### config.mk
export PLATFORM = sky130hd
export DESIGN_NAME = pulse_stretcher
export DESIGN_NICKNAME = d
export VERILOG_FILES = /design/src/rtl/pulse_stretcher_pkg.sv /design/src/rtl/pulse_stretcher_lane.sv /design/src/rtl/pulse_stretcher.sv
export SDC_FILE = /design/constraint.sdc
export NUM_CORES = 1
export LEC_CHECK = 0
export CORE_AREA = 5 5 42 44
export CTS_CLUSTER_SIZE = 16
export DETAILED_ROUTE_END_ITERATION = 10
export DIE_AREA = 0 0 47 49
export RECOVER_POWER = 25
export SLEW_MARGIN = 20
export SYNTH_ARGS = -nofsm -noshare
export SYNTH_HDL_FRONTEND = slang
export SYNTH_SLANG_ARGS = --single-unit
### constraint.sdc
create_clock -name i_clk -period 2.5 [get_ports i_clk]
set_input_delay 0.5 -clock i_clk [delete_from_list [all_inputs] [get_ports i_clk]]
set_output_delay 0.5 -clock i_clk [all_outputs]
set_load 0.03 [all_outputs]
### src/rtl/pulse_stretcher_pkg.sv
// rtl/pulse_stretcher_pkg.sv - shared I/O library constants and helpers
//
// Purpose: polarity constants shared with the edge detector's rise/fall
//          selector, and the counter-width helper used by the stretcher.
// Contents:
//   ACTIVE_HIGH / ACTIVE_LOW : polarity selector values
//   clog2(value)             : ceil(log2(value)), minimum 0

package pulse_stretcher_pkg;

    localparam logic ACTIVE_HIGH = 1'b1;
    localparam logic ACTIVE_LOW  = 1'b0;

    // Elaboration-time helper; returns the number of bits needed to
    // hold values 0..value-1.
    function automatic int clog2(input int value);
        int r;
        r = 0;
        while ((1 << r) < value) begin
            r = r + 1;
        end
        return r;
    endfunction

endpackage

### src/rtl/pulse_stretcher_lane.sv
// rtl/pulse_stretcher_lane.sv - one lane: pulse to fixed-length level
//
// Purpose: stretches a one-cycle trigger into a level lasting p_LENGTH
//          cycles using a down-counter.
// Configuration macro: PULSE_STRETCHER_RETRIGGER_EN (trigger while busy
//          reloads the counter; otherwise it is dropped and flagged).
// Ports:
//   i_clk, i_rst_n : clock, asynchronous active-low reset
//   i_pulse        : trigger, sampled every rising edge
//   o_level        : registered stretched level (polarity p_ACTIVE_HIGH)
//   o_overrun      : registered one-cycle dropped-trigger flag
//   o_active       : counter non-zero (feeds the top-level busy OR)

module pulse_stretcher_lane
    import pulse_stretcher_pkg::*;
#(
    parameter int   p_LENGTH      = 4,
    parameter logic p_ACTIVE_HIGH = ACTIVE_HIGH,
    parameter int   p_CNT_W       = clog2(p_LENGTH + 1)
) (
    input  logic i_clk,
    input  logic i_rst_n,
    input  logic i_pulse,
    output logic o_level,
    output logic o_overrun,
    output logic o_active
);

    localparam logic [p_CNT_W-1:0] LOAD = p_CNT_W'(p_LENGTH);
    localparam logic [p_CNT_W-1:0] ONE  = p_CNT_W'(1);

    logic [p_CNT_W-1:0] cnt_q, cnt_d;
    logic               level_q, level_d;
    logic               overrun_q, overrun_d;

    always_comb begin
        cnt_d     = cnt_q;
        overrun_d = 1'b0;
        // cnt == 1 is the lane's last active cycle, so a trigger there is
        // accepted and the level continues without an idle gap.
        if (i_pulse && (cnt_q <= ONE)) begin
            cnt_d = LOAD;
        end
`ifdef PULSE_STRETCHER_RETRIGGER_EN
        else if (i_pulse) begin
            cnt_d = LOAD;
        end
`else
        else if (i_pulse) begin
            cnt_d     = cnt_q - ONE;
            overrun_d = 1'b1;
        end
`endif
        else if (cnt_q != '0) begin
            cnt_d = cnt_q - ONE;
        end
        level_d = (cnt_d != '0) ? p_ACTIVE_HIGH : ~p_ACTIVE_HIGH;
    end

    always_ff @(posedge i_clk or negedge i_rst_n) begin
        if (!i_rst_n) begin
            cnt_q     <= '0;
            level_q   <= ~p_ACTIVE_HIGH;
            overrun_q <= 1'b0;
        end else begin
            cnt_q     <= cnt_d;
            level_q   <= level_d;
            overrun_q <= overrun_d;
        end
    end

    assign o_level   = level_q;
    assign o_overrun = overrun_q;
    assign o_active  = (cnt_q != '0);

endmodule

### src/rtl/pulse_stretcher.sv
// rtl/pulse_stretcher.sv - multi-lane pulse-to-level stretcher
//
// Purpose: p_WIDTH independent lanes, each turning a one-cycle trigger
//          into a level lasting p_LENGTH cycles.
// Configuration macro: PULSE_STRETCHER_RETRIGGER_EN (see lane).
// Ports:
//   i_clk, i_rst_n : clock, asynchronous active-low reset
//   iv_pulse       : per-lane trigger
//   ov_level       : per-lane registered stretched level
//   ov_overrun     : per-lane registered dropped-trigger flag
//   o_busy         : OR of all lanes' active state

module pulse_stretcher
    import pulse_stretcher_pkg::*;
#(
    parameter int   p_WIDTH       = 1,
    parameter int   p_LENGTH      = 4,
    parameter logic p_ACTIVE_HIGH = ACTIVE_HIGH
) (
    input  logic               i_clk,
    input  logic               i_rst_n,
    input  logic [p_WIDTH-1:0] iv_pulse,
    output logic [p_WIDTH-1:0] ov_level,
    output logic [p_WIDTH-1:0] ov_overrun,
    output logic               o_busy
);

    localparam int CNT_W = clog2(p_LENGTH + 1);

    logic [p_WIDTH-1:0] lane_active;

    for (genvar g = 0; g < p_WIDTH; g++) begin : g_lane
        pulse_stretcher_lane #(
            .p_LENGTH      (p_LENGTH),
            .p_ACTIVE_HIGH (p_ACTIVE_HIGH),
            .p_CNT_W       (CNT_W)
        ) u_lane (
            .i_clk     (i_clk),
            .i_rst_n   (i_rst_n),
            .i_pulse   (iv_pulse[g]),
            .o_level   (ov_level[g]),
            .o_overrun (ov_overrun[g]),
            .o_active  (lane_active[g])
        );
    end

    // Each active bit comes straight from a lane's counter register, so
    // busy changes on the same edge as the levels.
    assign o_busy = |lane_active;

endmodule

==> results by group <==
Critical path
  • CP max FO: 4
  • FF-to-FF End: g_lane[0].u_lane.cnt_q[1]$_DFF_PN0_
  • Crit path capture type: output port
  • Worst reg-to-reg setup slack: 1.05 ns
  • Slowest stage cell on the critical path: clkdlybuf4s50_1
  • Arr. time, crit path: ~1.7 ns
  • Worst-path cell chain: inv_1 > ha_1 > nand2b_1 > clkdlybuf4s50_1
  • Crit path kind: reg2out
  • CP Data Required Time: 2.00 ns
  • CP peak stage delay: 0.67 ns
  • R2R depth: 5
  • Worst R2R Start: g_lane[0].u_lane.cnt_q[0]$_DFF_PN0_
  • Critical path launch point type: flop

Finish
  • Fin nets: 41
  • # diodes: 0
  • Util after Layout: 27.9%
  • # fillers: 156
  • Area delta synth->final: 32.8%
  • Storage element area: between 100 and 150 um^2
  • Most frequent cells in the layout: dfrtp_1, clkdlybuf4s50_1, ha_1, clkbuf_4
  • Most common cell after layout, fill and taps aside: dfrtp_1
  • Area of the multi-input gates: 161 um^2
  • Post-layout instance area: 390 um^2
  • Share of layout cells above drive strength 1: 20.6%

Global routing
  • Vias in the first global route: 197
  • Initial antenna violation count: 0
  • Largest net degree at the start of global routing: 7
  • Total gr overflow: 0
  • GRT Util Overall: under 10%
  • Global-route wire length before repair: 772 um

Power
  • P per Cell Area: 1310 mW/mm^2
  • Worst vdd ir: 0.422 mV
  • Leakage power total: 0.162 nW

Clock tree
  • Total CTS buffers: 3
  • Post CTS Setup Buffer Count: 0
  • CTS resizes: 0
  • Worst-path clk slew: 0.04 ns
  • Clock Tree Buf Depth: 2
  • CTS root buffer: clkbuf_4
  • Clock latency on the worst-skew pair: roughly 0.24 ns
  • Sink Count: 5
  • H-tree Lvls: 1
  • CTS tree: done
  • Hold buffers post-CTS: 0

Synthesis
  • Synth warn: 0
  • Synthesized area per cell: 11.8 um^2
  • Seq/Total Area, Yosys: 42.6%
  • Post-Synthesis Cells: 25
  • Ranking of synthesized cells by area: dfrtp_1, ha_1, nor3b_2
  • Post-synthesis register bit count: 5
  • Synthesized area: 294 um^2
  • Syn nets: 31
  • Leading area contributor after synthesis: dfrtp_1
  • Area share of the largest cell type after synthesis: 42.6%
  • Unique masters post-synth: 15

Placement
  • Area after DPL: 364 um^2
  • Post-DP HPWL: approximately 410 um
  • Dpl ws: 0.557 ns
  • PortBufs: 5
  • GP Congestion: 0.699

Routing
  • Detailed Route Iter0 Violations: 5
  • WL/cell: 10.3 um
  • Via count: approximately 220
  • Final antenna-violating net count: 0
  • Drt via density: 4.36
  • Number of remaining DRC errors: 0
  • WL final: 515 um
  • 1st-pass router iterations: 2

Min path
  • Hold Crit Class: in2async

Floorplan
  • Core area: 0.00140 mm^2
  • Die area: 0.00230 mm^2
  • # rows: 14
  • Die H: just under 50 um
  • Initial Util: 21.0%
  • # IOs: 6
  • Chip width: 47 um

Timing
  • Crit path time final: 2.18 ns
  • # setup viols final: 0
  • Fmax: 458 MHz
  • Worst Tran Pin Value: 0.320 ns
  • Slew HR: 78.6%
  • RSZ-0062 raised after global routing: false
  • Clk_skew: between 0.0015 and 0.002 ns
  • Final Hold Viols: 0
  • Final worst-path cycle share: about 87%
  • Slew Viols, Final: 0
  • Setup TNS Final: 0 ns
  • Setup slack after layout: 0.316 ns

Job
  • Max cap viols: 0

Status
  • Run status: finished, final reports clean
==> sequential cells by signal, summed over array words and instances, names as in the netlist <==
register	count
g_lane.u_lane.o_level	1
g_lane.u_lane.o_overrun	1
g_lane.u_lane.cnt_q	3
==> report_power, final <==
part,total [W],internal (W),switching (W)
Sequential,0.000151,0.000118,0.0000323
Combinational,0.000267,0.000131,0.000137
Clock,0.0000947,0.0000604,0.0000342
==> critical path: cells and delay by family (launching register included) <==
kind / cells / cell delay [ns]
flip-flops: 1 / 0.38
AND/OR/NAND/NOR: 1 / 0.07
buffers and inverters: 2 / 0.77
adder cells (fa/ha/maj): 1 / 0.23
==> synthesized netlist by cell type, drive strengths merged <==
library cell and instances:
dfrtp 5, ha 3, inv 2, nor2 2, nor3b 2, xnor2 2
a211oi 1, a21o 1, nand2b 1, nand3 1, nand4 1, o21a 1
o21ba 1, o21bai 1, or3b 1
==> per-layer routing <==
layer | global-route usage [%] | wire length (um)
met2 | 7.01 | 258
met5 | 0 | 0
met3 | 3.32 | 42
met1 | 5.10 | 214
met4 | 2.76 | 0
==> logic make-up (layout without fill, tap and decap cells) <==
kind of cell / after synthesis / in the layout / share of synthesized area, %
AND/OR/NAND/NOR: 8 / 8 / 20.9
AO/OA/AOI/OAI: 5 / 5 / 15.3
flip-flops: 5 / 5 / 42.6
adder cells (fa/ha/maj): 3 / 3 / 12.8
XOR/XNOR: 2 / 2 / 5.96
buffers and inverters: 2 / 11 / 2.55
==> stage by stage <==
stage / hold slack [ns] / total power [W] / cells
after floorplan: 0.204 / 0.000351 / 25
after global placement: 0.621 / 0.000425 / 46
after detailed placement: 0.626 / 0.000423 / 46
after CTS: 0.480 / 0.000524 / 50
after global routing: 0.567 / 0.000552 / 50
final: 0.548 / 0.000513 / 50
==> final cells by class <==
cell class,count,share of cell area (%)
sequential,5,32.1
clock buffer,4,6.73
tap,16,5.13
inverter,2,1.92
multi-input combinational,18,41.3
timing repair buffer,5,12.8
==> worst max-delay path by stage <==
| stage | slack [ns] | endpoint | start | cells after the start |
|---|---|---|---|---|
| floorplan | 1.10 | o_busy | g_lane[0].u_lane.cnt_q[0]$_DFF_PN0_ | 3 |
| global placement | 0.56 | o_busy | g_lane[0].u_lane.cnt_q[0]$_DFF_PN0_ | 4 |
| detailed placement | 0.56 | o_busy | g_lane[0].u_lane.cnt_q[0]$_DFF_PN0_ | 4 |
| CTS | 0.29 | o_busy | g_lane[0].u_lane.cnt_q[0]$_DFF_PN0_ | 4 |
| global route | 0.24 | o_busy | g_lane[0].u_lane.cnt_q[0]$_DFF_PN0_ | 4 |
| finish | 0.32 | o_busy | g_lane[0].u_lane.cnt_q[0]$_DFF_PN0_ | 4 |
Power figures use the tool's default switching activity.
